$ cat src/rtl/mem_port_arbiter_pkg.sv
// rtl/mem_port_arbiter_pkg.sv - State encoding, grant ids and tie-break helper for the memory port arbiter
package mem_port_arbiter_pkg;

    typedef enum logic [1:0] {
        IDLE  = 2'd0,
        I_ACC = 2'd1,
        D_ACC = 2'd2,
        DONE  = 2'd3
    } arb_state_t;

    localparam logic GNT_IF = 1'b0;
    localparam logic GNT_D  = 1'b1;

    // A tie goes to whichever port did not win the previous grant.
    function automatic logic pick_grant(input logic if_pend, input logic d_pend, input logic last_grant);
        if (if_pend && d_pend) begin
            return ~last_grant;
        end
        return d_pend ? GNT_D : GNT_IF;
    endfunction

endpackage

$ cat src/rtl/mem_port_arbiter_if.sv
// rtl/mem_port_arbiter_if.sv - Core-side fetch/data ports and memory-side bus of the arbiter
interface mem_port_arbiter_if #(
    parameter int AW = 32,
    parameter int DW = 32
);
    logic          if_req;
    logic [AW-1:0] if_addr;
    logic [DW-1:0] if_rdata;
    logic          if_valid;

    logic          d_read;
    logic          d_write;
    logic [AW-1:0] d_addr;
    logic [DW-1:0] d_wdata;
    logic [DW-1:0] d_rdata;
    logic          d_valid;

    logic          err;
    logic          stall;

    logic [AW-1:0] mem_addr;
    logic [DW-1:0] mem_wdata;
    logic          mem_read;
    logic          mem_write;
    logic [DW-1:0] mem_rdata;
    logic          mem_ready;

    // master: the arbiter, which serves the core and drives the memory
    modport master (
        input  if_req, if_addr, d_read, d_write, d_addr, d_wdata, mem_rdata, mem_ready,
        output if_rdata, if_valid, d_rdata, d_valid, err, stall,
               mem_addr, mem_wdata, mem_read, mem_write
    );

    // slave: the surrounding core and memory model
    modport slave (
        output if_req, if_addr, d_read, d_write, d_addr, d_wdata, mem_rdata, mem_ready,
        input  if_rdata, if_valid, d_rdata, d_valid, err, stall,
               mem_addr, mem_wdata, mem_read, mem_write
    );

endinterface

$ cat src/rtl/mem_port_arbiter_timeout_ctr.sv
// rtl/mem_port_arbiter_timeout_ctr.sv - Access watchdog; expire flags the last permitted wait cycle
module arb_timeout_ctr #(
    parameter int TIMEOUT = 16
) (
    input  logic clk,
    input  logic reset,
    input  logic clear,
    input  logic enable,
    output logic expire
);

    generate
        if (TIMEOUT == 0) begin : g_off
            assign expire = 1'b0;
        end else begin : g_on
            localparam int CW = (TIMEOUT > 1) ? $clog2(TIMEOUT) : 1;

            logic [CW-1:0] r_count;

            always_ff @(posedge clk) begin
                if (!reset) begin
                    r_count <= '0;
                end else if (clear) begin
                    r_count <= '0;
                end else if (enable) begin
                    r_count <= r_count + 1'b1;
                end
            end

            assign expire = enable && (r_count == CW'(TIMEOUT - 1));
        end
    endgenerate

endmodule

$ cat src/rtl/mem_port_arbiter.sv
// rtl/mem_port_arbiter.sv - Round-robin fetch/load-store arbiter for a shared variable-latency memory
module mem_port_arbiter
    import mem_port_arbiter_pkg::*;
#(
    parameter int AW      = 32,
    parameter int DW      = 32,
    parameter int TIMEOUT = 16
) (
    input  logic               clk,
    input  logic               reset,
    mem_port_arbiter_if.master bus
);

    arb_state_t    r_state;
    logic          r_last_grant;
    logic [AW-1:0] r_mem_addr;
    logic [DW-1:0] r_mem_wdata;
    logic          r_mem_read;
    logic          r_mem_write;
    logic [DW-1:0] r_if_rdata;
    logic [DW-1:0] r_d_rdata;
    logic          r_if_valid;
    logic          r_d_valid;
    logic          r_err;

    arb_state_t    w_state_nxt;
    logic          w_last_grant_nxt;
    logic [AW-1:0] w_mem_addr_nxt;
    logic [DW-1:0] w_mem_wdata_nxt;
    logic          w_mem_read_nxt;
    logic          w_mem_write_nxt;
    logic [DW-1:0] w_if_rdata_nxt;
    logic [DW-1:0] w_d_rdata_nxt;
    logic          w_if_valid_nxt;
    logic          w_d_valid_nxt;
    logic          w_err_nxt;

    logic          w_if_pend;
    logic          w_d_pend;
    logic          w_in_acc;
    logic          w_expire;
    logic          w_gnt;

    assign w_if_pend = bus.if_req;
    assign w_d_pend  = bus.d_read | bus.d_write;
    assign w_in_acc  = (r_state == I_ACC) || (r_state == D_ACC);

    arb_timeout_ctr #(
        .TIMEOUT (TIMEOUT)
    ) u_timeout (
        .clk    (clk),
        .reset  (reset),
        .clear  (!w_in_acc),
        .enable (w_in_acc && !bus.mem_ready),
        .expire (w_expire)
    );

    always_ff @(posedge clk) begin
        if (!reset) begin
            r_state      <= IDLE;
            r_last_grant <= GNT_IF;
            r_mem_addr   <= '0;
            r_mem_wdata  <= '0;
            r_mem_read   <= 1'b0;
            r_mem_write  <= 1'b0;
            r_if_rdata   <= '0;
            r_d_rdata    <= '0;
            r_if_valid   <= 1'b0;
            r_d_valid    <= 1'b0;
            r_err        <= 1'b0;
        end else begin
            r_state      <= w_state_nxt;
            r_last_grant <= w_last_grant_nxt;
            r_mem_addr   <= w_mem_addr_nxt;
            r_mem_wdata  <= w_mem_wdata_nxt;
            r_mem_read   <= w_mem_read_nxt;
            r_mem_write  <= w_mem_write_nxt;
            r_if_rdata   <= w_if_rdata_nxt;
            r_d_rdata    <= w_d_rdata_nxt;
            r_if_valid   <= w_if_valid_nxt;
            r_d_valid    <= w_d_valid_nxt;
            r_err        <= w_err_nxt;
        end
    end

    always_comb begin
        w_state_nxt      = r_state;
        w_last_grant_nxt = r_last_grant;
        w_mem_addr_nxt   = r_mem_addr;
        w_mem_wdata_nxt  = r_mem_wdata;
        w_mem_read_nxt   = r_mem_read;
        w_mem_write_nxt  = r_mem_write;
        w_if_rdata_nxt   = r_if_rdata;
        w_d_rdata_nxt    = r_d_rdata;
        w_if_valid_nxt   = r_if_valid;
        w_d_valid_nxt    = r_d_valid;
        w_err_nxt        = r_err;
        w_gnt            = GNT_IF;

        case (r_state)
            IDLE: begin
                if (w_if_pend || w_d_pend) begin
                    w_gnt            = pick_grant(w_if_pend, w_d_pend, r_last_grant);
                    w_last_grant_nxt = w_gnt;
                    if (w_gnt == GNT_D) begin
                        w_state_nxt    = D_ACC;
                        w_mem_addr_nxt = bus.d_addr;
                        // A simultaneous read+write is served as a store only.
                        if (bus.d_write) begin
                            w_mem_write_nxt = 1'b1;
                            w_mem_wdata_nxt = bus.d_wdata;
                        end else begin
                            w_mem_read_nxt  = 1'b1;
                        end
                    end else begin
                        w_state_nxt    = I_ACC;
                        w_mem_addr_nxt = bus.if_addr;
                        w_mem_read_nxt = 1'b1;
                    end
                end
            end
            I_ACC, D_ACC: begin
                // mem_ready outranks an abort landing on the same cycle.
                if (bus.mem_ready || w_expire) begin
                    w_state_nxt     = DONE;
                    w_mem_read_nxt  = 1'b0;
                    w_mem_write_nxt = 1'b0;
                    w_err_nxt       = !bus.mem_ready;
                    if (r_state == I_ACC) begin
                        w_if_valid_nxt = 1'b1;
                        if (bus.mem_ready) begin
                            w_if_rdata_nxt = bus.mem_rdata;
                        end
                    end else begin
                        w_d_valid_nxt = 1'b1;
                        if (bus.mem_ready && !r_mem_write) begin
                            w_d_rdata_nxt = bus.mem_rdata;
                        end
                    end
                end
            end
            DONE: begin
                w_state_nxt    = IDLE;
                w_if_valid_nxt = 1'b0;
                w_d_valid_nxt  = 1'b0;
                w_err_nxt      = 1'b0;
            end
        endcase
    end

    assign bus.mem_addr  = r_mem_addr;
    assign bus.mem_wdata = r_mem_wdata;
    assign bus.mem_read  = r_mem_read;
    assign bus.mem_write = r_mem_write;
    assign bus.if_rdata  = r_if_rdata;
    assign bus.d_rdata   = r_d_rdata;
    assign bus.if_valid  = r_if_valid;
    assign bus.d_valid   = r_d_valid;
    assign bus.err       = r_err;
    assign bus.stall     = (w_if_pend & ~r_if_valid) | (w_d_pend & ~r_d_valid);

endmodule

$ cat src/flat_wrapper.sv
// flat-port wrapper written by rule: the top's interface ports become plain ports
module mem_port_arbiter_flat import mem_port_arbiter_pkg::*;
#(
    parameter int AW      = 32,
    parameter int DW      = 32,
    parameter int TIMEOUT = 16
)
  (clk, reset, bus_if_req, bus_if_addr, bus_d_read, bus_d_write, bus_d_addr, bus_d_wdata, bus_mem_rdata, bus_mem_ready, bus_if_rdata, bus_if_valid, bus_d_rdata, bus_d_valid, bus_err, bus_stall, bus_mem_addr, bus_mem_wdata, bus_mem_read, bus_mem_write);
  mem_port_arbiter_if #(.AW(AW), .DW(DW)) bus_i ();
  input  logic clk;
  input  logic reset;
  input wire logic [$bits(bus_i.if_req)-1:0] bus_if_req;
  input wire logic [$bits(bus_i.if_addr)-1:0] bus_if_addr;
  input wire logic [$bits(bus_i.d_read)-1:0] bus_d_read;
  input wire logic [$bits(bus_i.d_write)-1:0] bus_d_write;
  input wire logic [$bits(bus_i.d_addr)-1:0] bus_d_addr;
  input wire logic [$bits(bus_i.d_wdata)-1:0] bus_d_wdata;
  input wire logic [$bits(bus_i.mem_rdata)-1:0] bus_mem_rdata;
  input wire logic [$bits(bus_i.mem_ready)-1:0] bus_mem_ready;
  output wire logic [$bits(bus_i.if_rdata)-1:0] bus_if_rdata;
  output wire logic [$bits(bus_i.if_valid)-1:0] bus_if_valid;
  output wire logic [$bits(bus_i.d_rdata)-1:0] bus_d_rdata;
  output wire logic [$bits(bus_i.d_valid)-1:0] bus_d_valid;
  output wire logic [$bits(bus_i.err)-1:0] bus_err;
  output wire logic [$bits(bus_i.stall)-1:0] bus_stall;
  output wire logic [$bits(bus_i.mem_addr)-1:0] bus_mem_addr;
  output wire logic [$bits(bus_i.mem_wdata)-1:0] bus_mem_wdata;
  output wire logic [$bits(bus_i.mem_read)-1:0] bus_mem_read;
  output wire logic [$bits(bus_i.mem_write)-1:0] bus_mem_write;
  assign bus_i.if_req = bus_if_req;
  assign bus_i.if_addr = bus_if_addr;
  assign bus_i.d_read = bus_d_read;
  assign bus_i.d_write = bus_d_write;
  assign bus_i.d_addr = bus_d_addr;
  assign bus_i.d_wdata = bus_d_wdata;
  assign bus_i.mem_rdata = bus_mem_rdata;
  assign bus_i.mem_ready = bus_mem_ready;
  assign bus_if_rdata = bus_i.if_rdata;
  assign bus_if_valid = bus_i.if_valid;
  assign bus_d_rdata = bus_i.d_rdata;
  assign bus_d_valid = bus_i.d_valid;
  assign bus_err = bus_i.err;
  assign bus_stall = bus_i.stall;
  assign bus_mem_addr = bus_i.mem_addr;
  assign bus_mem_wdata = bus_i.mem_wdata;
  assign bus_mem_read = bus_i.mem_read;
  assign bus_mem_write = bus_i.mem_write;
  mem_port_arbiter #(.AW(AW), .DW(DW), .TIMEOUT(TIMEOUT)) u_core (.clk(clk), .reset(reset), .bus(bus_i));
endmodule
$ cat config.mk
export PLATFORM = sky130hd
export DESIGN_NAME = mem_port_arbiter_flat
export DESIGN_NICKNAME = d
export VERILOG_FILES = /design/src/rtl/mem_port_arbiter_pkg.sv /design/src/rtl/mem_port_arbiter_if.sv /design/src/rtl/mem_port_arbiter_timeout_ctr.sv /design/src/rtl/mem_port_arbiter.sv /design/src/flat_wrapper.sv
export SDC_FILE = /design/constraint.sdc
export NUM_CORES = 1
export LEC_CHECK = 0
export CAP_MARGIN = 20
export CORE_ASPECT_RATIO = 1.5
export CORE_UTILIZATION = 41
export CTS_CLUSTER_DIAMETER = 30
export DETAILED_ROUTE_END_ITERATION = 16
export GPL_TIMING_DRIVEN = 0
export PLACE_DENSITY_LB_ADDON = 0.15
export SLEW_MARGIN = 10
export SYNTH_ARGS = -nofsm -noshare
export SYNTH_HDL_FRONTEND = slang
export SYNTH_HIERARCHICAL = 1
export SYNTH_SLANG_ARGS = --single-unit
$ cat constraint.sdc
create_clock -name clk -period 3.1 [get_ports clk]
set_clock_uncertainty 0.2 [all_clocks]
set_input_delay 0.62 -clock clk [delete_from_list [all_inputs] [get_ports clk]]
set_output_delay 0.62 -clock clk [all_outputs]
set_load 0.01 [all_outputs]
# Yosys cells after proc, flatten, opt, wreduce, memory -nomap -nowiden
# Index checks and enable logic that the tools add are counted.
# Widths: inputs -> output; s select.
dict set report totals {
  register_bits 140
  out_inout_bits 134
  elab_cells 86
}
dict set report classes {
  eq_ne 11
  n_mux 30
  bitwise_logic 8
  addsub 1
  n_reduce_logical 24
}
# operator n
set op_table {}
lappend op_table {{$mux 32} 1}
lappend op_table {{$mux 1} 20}
lappend op_table {{$reduce_and 4->1} 4}
lappend op_table {{$pmux 1 s2} 5}
lappend op_table {{$ne 2x1->1 const B} 4}
lappend op_table {{$reduce_and 2->1} 4}
lappend op_table {{$mux 2} 3}
lappend op_table {{$pmux 2 s3} 1}
lappend op_table {{$reduce_and 3->1} 2}
lappend op_table {{$reduce_and 5->1} 1}
lappend op_table {{$add 4x1->4 const B} 1}
lappend op_table {{$eq 2x2->1 const B} 2}
lappend op_table {{$eq 4x4->1 const B} 1}
lappend op_table {{$logic_and 1x1->1} 4}
lappend op_table {{$ne 2x2->1 const B} 2}
lappend op_table {{$not 1->1} 4}
lappend op_table {{$reduce_bool 2->1} 2}
lappend op_table {{$logic_or 1x1->1} 3}
lappend op_table {{$ne 3x3->1 const B} 1}
lappend op_table {{$and 1x1->1} 2}
lappend op_table {{$eq 2x1->1 const B} 1}
lappend op_table {{$logic_not 1->1} 2}
lappend op_table {{$logic_not 2->1} 1}
lappend op_table {{$or 1x1->1} 2}
lappend op_table {{$reduce_or 2->1} 1}

# Longest topological paths before layout
# Gate-level depths: netlist of the first run.
dict set report depth {
  word_depth 11
  mapped_depth 11
}

# By module
# The synthesis of the first run kept the hierarchy.
# mod cells_each area_per_inst_um2 n_inst
set modules_own_cells {}
lappend modules_own_cells {mem_port_arbiter 667 5288.8 1}
lappend modules_own_cells {arb_timeout_ctr 19 196.4 1}

# Least setup slack after synthesis of the first run
# OpenSTA, ideal clock, no wires.
dict set report synth_timing {
  kind {register to register}
  start {register u_core.r_state[0]}
  end {register u_core.r_mem_read, in the netlist u_core/bus.mem_read}
  t_required_ns 2.769
  stages_incl_launch_ff 12
  setup_time_ns 0.131
  period_less_slack_ns 2.468
  setup_slack_ns 0.632
  arrival_ns 2.137
  n_path_buf 3
  cell_sequence {dfxtp_1 > inv_1 > ha_1 > buf_2 > inv_1 > nor2_1 > clkbuf_2 > and4_2 > or3b_1 > clkbuf_1 > a41oi_1 > a211oi_2}
}
# item line
set synth_lines {}
lappend synth_lines {{from (decl)} mem_port_arbiter.sv:14} ;# arb_state_t r_state;
lappend synth_lines {{from (signal assigned)} mem_port_arbiter.sv:72} ;# r_state <= w_state_nxt;
lappend synth_lines {{$eq 2x2->1 or $eq 2x1->1 (tied branches)} mem_port_arbiter.sv:100} ;# case (r_state)
lappend synth_lines {{$reduce_or 2->1} mem_port_arbiter.sv:100}
lappend synth_lines {{$pmux 1 s2 *} mem_port_arbiter.sv:100}
lappend synth_lines {{net u_core.w_mem_read_nxt} mem_port_arbiter.sv:30} ;# logic w_mem_read_nxt;
lappend synth_lines {{to (signal assigned)} mem_port_arbiter.sv:76} ;# r_mem_read <= w_mem_read_nxt;
lappend synth_lines {{to (decl)} mem_port_arbiter.sv:18} ;# logic r_mem_read;
# Mark *: on every way through the listed nets, which the timed path passes. The rest lies on a longest branch.
# A chain may end at the register's enable or synchronous reset.

# Worst setup path after layout of the first run
dict set report layout_timing {
  start {input port bus_d_read}
  end {output port bus_stall}
}
dict set report layout_between {
  elab_chain_len 3
}
# item line
set layout_rtl {}
lappend layout_rtl {{from (decl)} flat_wrapper.sv:14} ;# input wire logic [$bits(bus_i.d_read)-1:0] bus_d_read;
lappend layout_rtl {{$or 1x1->1} mem_port_arbiter.sv:45} ;# assign w_d_pend = bus.d_read | bus.d_write;
lappend layout_rtl {{$and 1x1->1} mem_port_arbiter.sv:160} ;# assign bus.stall = (w_if_pend & ~r_if_valid) | (w_d_pend & ~r_d_valid);
lappend layout_rtl {{$or 1x1->1} mem_port_arbiter.sv:160}
lappend layout_rtl {{to (decl)} flat_wrapper.sv:25} ;# output wire logic [$bits(bus_i.stall)-1:0] bus_stall;
# No other way between the ends.

==> results of run 1 <==
## registers in the layout (all words and copies together), names as in the netlist
register,flops
u_core/bus.if_rdata,32
u_core/bus.mem_read,1
u_core/bus.d_valid,1
u_core/bus.mem_addr,32
u_core/bus.err,1
u_core/bus.if_valid,1
u_core/bus.mem_wdata,32
u_core/u_timeout/g_on.r_count,4
u_core/bus.d_rdata,32
u_core/bus.mem_write,1
u_core/r_state,2
u_core/r_last_grant,1
## metal layers
layer | vias to the layer above | global-route usage, % | routed length [um] | share of wire, %
met5 | - | 0 | 0 | 0
met4 | 0 | 9.598 | 365 | 2.1
met3 | 26 | 7.090 | 1283 | 7.5
met2 | 214 | 44.18 | 9037 | 53
met1 | 2683 | 25.48 | 6430 | 38
li1 | 2912 | - | - | -
## cell families after synthesis
| group | share of synthesized area [%] |
|---|---|
| mux | 0.7300 |
| xor+xnor | 0.1597 |
| buf+inv | 5.429 |
| simple gates | 17.13 |
| fa+ha+maj | 1.369 |
| compound gates | 24.09 |
| flops | 51.09 |
## worst reg2reg max path, stage by stage, from the launching register on
cell and delay [ns]:
dfxtp_1 0.41, inv_1 0.10, ha_1 0.31, buf_2 0.18, inv_1 0.14, nor2_1 0.06, clkbuf_2 0.16, and4_2 0.21
or3b_1 0.36, clkbuf_1 0.18, a31oi_1 0.23, o22ai_1 0.11
## worst max-delay path by stage
stage / startpoint / to / slack [ns] / cells after the start
after CTS: bus_d_read / bus_stall / 0.22 / 4
after global placement: bus_d_read / bus_stall / 0.22 / 4
after global routing: u_core/r_state[0] / u_core/bus.mem_read / 0.14 / 11
final: bus_d_read / bus_stall / 0.23 / 4
after floorplan: u_core/r_state[0] / u_core/bus.mem_read / 0.63 / 11
after detailed placement: bus_d_read / bus_stall / 0.21 / 4
## metrics by stage
step / util [%] / total power, W / cell area (sq um) / hold WS [ns]
after floorplan: - / 0.003948 / 5485 / 0.2694
after global placement: 64.04 / 0.005303 / 8337 / 0.2402
after detailed placement: 64.04 / 0.005334 / 8337 / 0.2453
after CTS: 68.83 / 0.007491 / 8960 / 0.2533
after global routing: 68.83 / 0.007873 / 8960 / 0.2705
final: 68.83 / 0.007438 / 8960 / 0.2499
## layout make-up
type,instances,area (sq um)
buffer,60,271.5
clock buffer,18,429.2
clock inverter,14,193.9
fill,1130,4058
inverter,7,26.28
multi-input combinational,479,2385
sequential,140,2803
tap,159,198.9
timing repair buffer,265,2653
## power groups by stage
stage	logic (W)	clock network (W)	registers, W
after floorplan	0.00131	0	0.00264
after global placement	0.00285	0	0.00246
after detailed placement	0.00286	0	0.00247
after CTS	0.00289	0.00216	0.00244
after global routing	0.00314	0.00224	0.00249
final	0.00288	0.00212	0.00244
## layout by cell type (no fill, tap or decap), drive strengths merged, types with 2 or more instances in the layout
master | netlist | routed
a211oi | 2 | 2
a21bo | 2 | 2
a21oi | 164 | 164
a31oi | 2 | 2
buf | 29 | 29
bufinv | 0 | 4
clkbuf | 31 | 49
clkdlybuf4s50 | 0 | 265
clkinv | 0 | 6
clkinvlp | 0 | 2
dfxtp | 140 | 140
ha | 6 | 6
inv | 7 | 9
mux2i | 4 | 4
nand2 | 164 | 164
nand3 | 34 | 34
nand3b | 2 | 2
nor2 | 5 | 5
o21ai | 67 | 67
o22ai | 3 | 3
o31ai | 2 | 2
or3b | 2 | 2
or4 | 2 | 2
==> flow_metrics.py, run 1 <==
metrics = {
    "run_status": {
        "status": "completed",
    },
    "critical_path": {
        "crit_arrival_ns": 2.05,
        "slowest_stage": "clkdlybuf4s50_1",
        "reg2reg_depth": 11,
        "critical_path_required_ns": 2.28,
        "cp-end-kind": "output pin",
        "critical_path_class": "input pin to output pin",
        "path_common_cell": "clkdlybuf4s50_1",
        "r2r_end": "u_core/bus.if_valid",
        "timing.critical_path.buf_inv": 2,
        "max_stage_delay_ns": 0.61,
        "r2r-start": "u_core/r_state[0]",
        "worstPathMaxFanout": 6,
        "worst_setup_path_start_kind": "input pin",
        "crit_family": "buffers and inverters",
        "timing.reg2reg.setup_slack_ns": 0.31,
        "worstPathCellList": "clkdlybuf4s50_1 -> nor2_1 -> o22ai_1 -> clkdlybuf4s50_1",
    },
    "sta": {
        "worst_pin_slew_ns": 0.5769,
        "fmax_ghz": 0.3489,
        "finalCriticalPeriod_ns": 2.866,
        "layout_worst_path_cycle_share_pct": 92.45,
        "setup_tns_ns": 0,
        "final_hold_viol_count": 0,
        "setup_viol_count_final": 0,
        "drv_slew": 0,
        "rsz0062_at_grt": "no",
        "worst_slack_ns": 0.2341,
        "slew_headroom_pct": 61.54,
    },
    "drt": {
        "totalWireLength_mm": 17.12,
        "route.detailed.drc": 0,
        "post_drt_wl_per_cell_um": 14.99,
        "viasPerCell": 5.109,
        "drt_iter0_markers": 122,
        "drtAntennaViolNets": 0,
        "vias": 5835,
        "dr.pass1.iters": 7,
    },
    "synth": {
        "synth_cells": 686,
        "synth_area_leader_cell": "dfxtp_1",
        "syn_nets": 826,
        "synth_flop_cell": "dfxtp_1",
        "yosysWarningCount": 6,
        "ys_top_cells_by_area": "dfxtp_1 51%, a21oi_1 15%, nand2_1 11%",
        "yosys_register_bits": 140,
        "netlist-cell-type-count": 42,
        "synth-edff-count": 0,
        "synthArstFlopShare_pct": 0,
        "ys_seq_area_share_pct": 51.09,
        "synth_top_cells_by_count": "164 x a21oi_1, 164 x nand2_1, 140 x dfxtp_1",
        "yosysTopAreaCellShare_pct": 51.09,
        "netlist_area_sq_um": 5485,
        "syn_avg_cell_area_sq_um": 7.996,
    },
    "flow_run": {
        "maxCapViolations": 0,
    },
    "clock_tree": {
        "cts.sinks": 140,
        "cts-resized-gates": 0,
        "cts_tree": "built",
        "clock_latency_ns": 0.40,
        "h-tree-depth": 4,
        "cts_root_buffer": "clkbuf_16",
        "cts_setup_buffers": 0,
        "cts_max_path_buffers": 2,
        "tritoncts.num_buffers": 17,
        "path_clk_slew_ns": 0.06,
        "hold_buffers": 0,
    },
    "floorplanning": {
        "dieArea_sq_um": 13850,
        "coreArea_sq_um": 13020,
        "ioPinCount": 268,
        "fp.dieH_um": 143.7,
        "placementRows": 51,
        "start_util_pct": 42.14,
        "die_x_um": 96.44,
    },
    "global_route": {
        "grt_overflow": 0,
        "antenna_found_initial": 0,
        "grt_usage_pct": 24.25,
        "grt_pass1_wl_mm": 26.23,
        "grt_pass1_vias": 5579,
        "grt_start_max_net_pins": 17,
    },
    "place": {
        "dp_hpwl_mm": 12.69,
        "portBuffers": 265,
        "dp_cells": 1110,
        "place_ws_ns": 0.2131,
        "gp_congestion": 0.7811,
    },
    "layout": {
        "antenna_cells": 0,
        "area_delta_synth_final_pct": 63.34,
        "drive_gt1_share_pct": 6.816,
        "layout.nets": 1110,
        "final_cells": 1142,
    },
    "power_and_ir_drop": {
        "switchingPower_w": 0.002511,
        "pwr-share-seq_pct": 32.8,
        "p_leak_nw": 3.235,
        "clkPwrFrac_pct": 28.5,
        "switching_share_pct": 33.76,
        "combPwrFrac_pct": 38.7,
        "p_int_w": 0.004927,
        "vdd_drop_max_mv": 0.4936,
        "p_per_area_nw_per_um2": 830.1,
    },
    "hold_path": {
        "hold_depth": 2,
        "min_from": "u_core/bus.if_rdata[11]",
        "hold_class": "register to register",
        "hold_end": "u_core/bus.if_rdata[11]",
    },
}
No activity file was read; power rests on OpenSTA's default activity.
==> run 2: changes to the inputs <==
Settings changed: CAP_MARGIN 20 to unset, GPL_TIMING_DRIVEN 0 to unset, TNS_END_PERCENT set to 50.
==> flow_metrics.py, run 2 (synthesized netlist as in run 1, its figures left out) <==
metrics = {
    "run_status": {
        "status": "completed",
    },
    "drt": {
        "vias": 5839,
        "drt_iter0_markers": 258,
        "drtAntennaViolNets": 0,
        "viasPerCell": 5.289,
        "route.detailed.drc": 0,
        "post_drt_wl_per_cell_um": 15.78,
        "totalWireLength_mm": 17.42,
        "dr.pass1.iters": 7,
    },
    "flow_run": {
        "maxCapViolations": 0,
    },
    "layout": {
        "drive_gt1_share_pct": 6.667,
        "mostFrequentLayoutCell": "clkdlybuf4s50_1",
        "final_cell_mix": "267 x clkdlybuf4s50_1, 164 x nand2_1, 164 x a21oi_1",
        "area_delta_synth_final_pct": 62.48,
        "layout.nets": 1072,
        "final_cells": 1104,
        "antenna_cells": 0,
    },
    "global_route": {
        "grt_overflow": 0,
        "grt_start_max_net_pins": 40,
        "grt_usage_pct": 24.71,
        "antenna_found_initial": 0,
        "grt_pass1_vias": 5815,
        "grt_pass1_wl_mm": 26.91,
    },
    "clock_tree": {
        "hold_buffers": 0,
        "cts_setup_buffers": 0,
        "cts_root_buffer": "clkbuf_16",
        "path_clk_slew_ns": 0.06,
        "cts.sinks": 140,
        "h-tree-depth": 4,
        "cts_tree": "built",
        "tritoncts.num_buffers": 17,
        "cts-resized-gates": 0,
        "cts_max_path_buffers": 2,
        "clock_latency_ns": 0.40,
    },
    "critical_path": {
        "worstPathMaxFanout": 2,
        "crit_arrival_ns": 1.96,
        "critical_path_required_ns": 2.28,
        "worst_setup_path_start_kind": "input pin",
        "cp-end-kind": "output pin",
        "critical_path_class": "input pin to output pin",
    },
    "sta": {
        "rsz0062_at_grt": "no",
        "setup_viol_count_final": 0,
        "fmax_ghz": 0.3594,
        "worst_pin_slew_ns": 1.060,
        "slew_headroom_pct": 29.34,
        "finalCriticalPeriod_ns": 2.783,
        "final_hold_viol_count": 0,
        "setup_tns_ns": 0,
        "layout_worst_path_cycle_share_pct": 89.76,
        "drv_slew": 0,
    },
    "place": {
        "dp_hpwl_mm": 12.27,
        "dp_cells": 1072,
        "gp_congestion": 0.7900,
        "portBuffers": 267,
    },
    "floorplanning": {
        "dieArea_sq_um": 13850,
        "die_x_um": 96.44,
        "start_util_pct": 42.14,
        "fp.dieH_um": 143.7,
        "coreArea_sq_um": 13020,
        "ioPinCount": 268,
        "placementRows": 51,
    },
    "power_and_ir_drop": {
        "vdd_drop_max_mv": 0.5178,
        "p_per_area_nw_per_um2": 829.9,
        "p_leak_nw": 3.197,
    },
    "hold_path": {
        "hold_class": "register to register",
    },
}
[run 2: cell count changes in the layout (fill, tap and decap cells not counted), moves of 2 or more]
cell / before / now
clkbuf_1: 31 / 2
buf_2: 21 / 0
buf_4: 3 / 18
buf_1: 4 / 0
buf_12: 0 / 2
clkdlybuf4s50_1: 265 / 267
[run 2: metrics by stage]
| step | utilization, % | power, W | worst slack [ns] | cell area, sq um | hold WS, ns |
|---|---|---|---|---|---|
| finish | 68.46 | 0.007396 | 0.3174 | 8912 | 0.2516 |
| global route | 68.46 | 0.007833 | 0.2285 | 8912 | 0.2728 |
| CTS | 68.46 | 0.007447 | 0.2910 | 8912 | 0.2522 |
| detailed placement | 63.69 | 0.005290 | 0.2586 | 8290 | 0.2439 |
| global placement | 63.69 | 0.005201 | 0.2985 | 8290 | 0.2424 |
| floorplan | - | 0.003948 | 0.6323 | 5485 | 0.2694 |
[run 2: final cells by class]
class | instances | area, sq um
Multi-Input combinational cell | 479 | 2415
Tap cell | 159 | 198.9
Inverter | 7 | 26.28
Clock inverter | 13 | 188.9
Clock buffer | 19 | 432.9
Sequential cell | 140 | 2803
Fill cell | 1059 | 4105
Timing Repair Buffer | 287 | 2848
[run 2: path summary, 6_finish.rpt]
kind,startpoint,to,slack [ns],depth (start not counted)
max,bus_if_req,bus_stall,0.32,4
min,u_core/bus.d_rdata[16],u_core/bus.d_rdata[16],0.25,2
max reg2reg,u_core/r_state[0],u_core/bus.mem_read,0.44,9
min reg2reg,u_core/bus.d_rdata[16],u_core/bus.d_rdata[16],0.25,2
[run 2: power breakdown]
part | total, W | internal, W | switching (W) | leakage (nW)
Clock | 0.00213 | 0.00135 | 0.000775 | 0.298
Sequential | 0.00246 | 0.00222 | 0.000237 | 1.14
Combinational | 0.00281 | 0.00132 | 0.00149 | 1.75
[run 2: worst max-delay path: stages]
cell and delay [ns]:
clkdlybuf4s50_1 0.50, inv_1 0.05, o22ai_1 0.21, clkdlybuf4s50_1 0.58
[run 2: per-layer routing]
layer | vias up | GRT usage [%] | part of all wire (%)
met5 | - | 0 | 0
met4 | 0 | 10.60 | 2.5
met3 | 28 | 6.085 | 7.6
met2 | 230 | 44.07 | 52
met1 | 2745 | 27.14 | 38
li1 | 2836 | - | -
==> run 3: changes to the inputs <==
Settings changed: SKIP_CTS_REPAIR_TIMING set to 1.
Clock period 3.1 ns to 2.8 ns, I/O delays scaled along.
==> flow_metrics.py, run 3 (synthesized netlist as in run 1, its figures left out) <==
metrics = {
    "clock_tree": {
        "cts_tree": "built",
        "tritoncts.num_buffers": 17,
        "h-tree-depth": 4,
        "path_clk_slew_ns": 0.06,
        "clock_latency_ns": 0.41,
        "cts_max_path_buffers": 2,
        "cts_root_buffer": "clkbuf_16",
        "cts.sinks": 140,
    },
    "drt": {
        "post_drt_wl_per_cell_um": 15.93,
        "vias": 5842,
        "dr.pass1.iters": 5,
        "viasPerCell": 5.306,
        "drt_iter0_markers": 248,
        "totalWireLength_mm": 17.54,
        "route.detailed.drc": 0,
        "drtAntennaViolNets": 0,
    },
    "layout": {
        "mostFrequentLayoutCell": "clkdlybuf4s50_1",
        "fillers": 1102,
        "area_delta_synth_final_pct": 62.84,
        "seq_area_sq_um": 2803,
        "layout.nets": 1069,
        "drive_gt1_share_pct": 6.476,
        "antenna_cells": 0,
        "final_cells": 1101,
        "multi_input_area_sq_um": 2415,
        "final_cell_mix": "267 x clkdlybuf4s50_1, 164 x nand2_1, 164 x a21oi_1",
    },
    "critical_path": {
        "crit_family": "buffers and inverters",
        "critical_path_class": "input pin to output pin",
        "worst_setup_path_start_kind": "input pin",
        "max_stage_delay_ns": 0.60,
        "crit_arrival_ns": 1.93,
        "worstPathCellList": "clkdlybuf4s50_1 -> nor2_1 -> o22ai_1 -> clkdlybuf4s50_1",
        "path_common_cell": "clkdlybuf4s50_1",
        "cp-end-kind": "output pin",
        "worstPathMaxFanout": 2,
        "timing.critical_path.buf_inv": 2,
        "slowest_stage": "clkdlybuf4s50_1",
        "critical_path_required_ns": 2.04,
    },
    "floorplanning": {
        "fp.dieH_um": 143.7,
        "coreArea_sq_um": 13020,
        "ioPinCount": 268,
        "placementRows": 51,
        "die_x_um": 96.44,
        "dieArea_sq_um": 13850,
        "start_util_pct": 42.14,
    },
    "global_route": {
        "grt_pass1_vias": 5647,
        "grt_overflow": 0,
        "grt_start_max_net_pins": 94,
        "grt_usage_pct": 24.90,
        "grt_pass1_wl_mm": 26.63,
        "antenna_found_initial": 0,
    },
    "power_and_ir_drop": {
        "p_leak_nw": 3.198,
        "combPwrFrac_pct": 37.8,
        "p_per_area_nw_per_um2": 939.0,
        "p_int_w": 0.005585,
        "pwr-share-seq_pct": 32.4,
        "clkPwrFrac_pct": 29.8,
        "switchingPower_w": 0.002803,
        "switching_share_pct": 33.41,
        "p_total_w": 0.008387,
        "vdd_drop_max_mv": 0.5920,
    },
    "sta": {
        "rsz0062_at_grt": "no",
        "whs_ns": 0.2520,
        "setup_viol_count_final": 0,
        "finalCriticalPeriod_ns": 2.692,
        "final_hold_viol_count": 0,
        "fmax_ghz": 0.3715,
        "worst_slack_ns": 0.1083,
        "drv_slew": 0,
        "slew_headroom_pct": 31.00,
        "layout_worst_path_cycle_share_pct": 96.13,
        "worst_pin_slew_ns": 1.035,
        "setup_tns_ns": 0,
    },
    "flow_run": {
        "maxCapViolations": 0,
    },
    "run_status": {
        "status": "completed",
    },
    "place": {
        "gp_congestion": 0.8121,
        "place_ws_ns": 0.06079,
        "dp_hpwl_mm": 12.30,
        "dp_cells": 1069,
        "portBuffers": 267,
    },
    "hold_path": {
        "hold_class": "register to register",
    },
}
==> run 3: cell count changes in the layout (fill, tap and decap cells not counted), sizes merged <==
cell / change
clkinvlp: +1
buf: -3
clkinv: -3
clkbuf: +1
bufinv: +1
==> run 3: area by class of cell <==
class                   instances  share of cell area (%)
inverters                       7                  0.2942
multi-input cells             479                   27.03
flip-flops and latches        140                   31.38
repair buffers                284                   31.63
clock inverters                12                   2.325
clock buffers                  20                   5.113
well taps                     159                   2.227
==> run 3: stage by stage <==
step / utilization, % / instance area, sq um
floorplan: - / 5485
global placement: 63.51 / 8268
detailed placement: 63.51 / 8268
CTS: 68.62 / 8932
global route: 68.62 / 8932
finish: 68.62 / 8932
==> run 3: worst paths after layout <==
kind,startpoint,to,slack [ns],cells after the start
setup / recovery,bus_d_read,bus_stall,0.11,4
hold / removal,u_core/bus.d_rdata[15],u_core/bus.d_rdata[15],0.25,2
hold reg to reg,u_core/bus.d_rdata[15],u_core/bus.d_rdata[15],0.25,2
setup reg to reg,u_core/r_state[1],u_core/bus.mem_addr[14],0.41,5
==> run 3: metal layers <==
layer	up-vias	GRT usage, %	wire (um)
li1	2832	-	-
met1	2693	26.54	6544
met2	276	43.62	9002
met3	41	7.778	1395
met4	0	11.84	601
met5	-	0	0
==> run 3: power groups by stage <==
| stage | registers [W] | logic, W | clock network (W) |
|---|---|---|---|
| floorplan | 0.00292 | 0.00145 | 0 |
| global placement | 0.00273 | 0.00306 | 0 |
| detailed placement | 0.00275 | 0.00315 | 0 |
| CTS | 0.00272 | 0.00317 | 0.00255 |
| global route | 0.00278 | 0.00343 | 0.00263 |
| finish | 0.00272 | 0.00317 | 0.00250 |
==> run 3: worst min-delay path: stages (launching register included) <==
cell and delay, ns:
dfxtp_1 0.30, nand2_1 0.05, a21oi_1 0.05
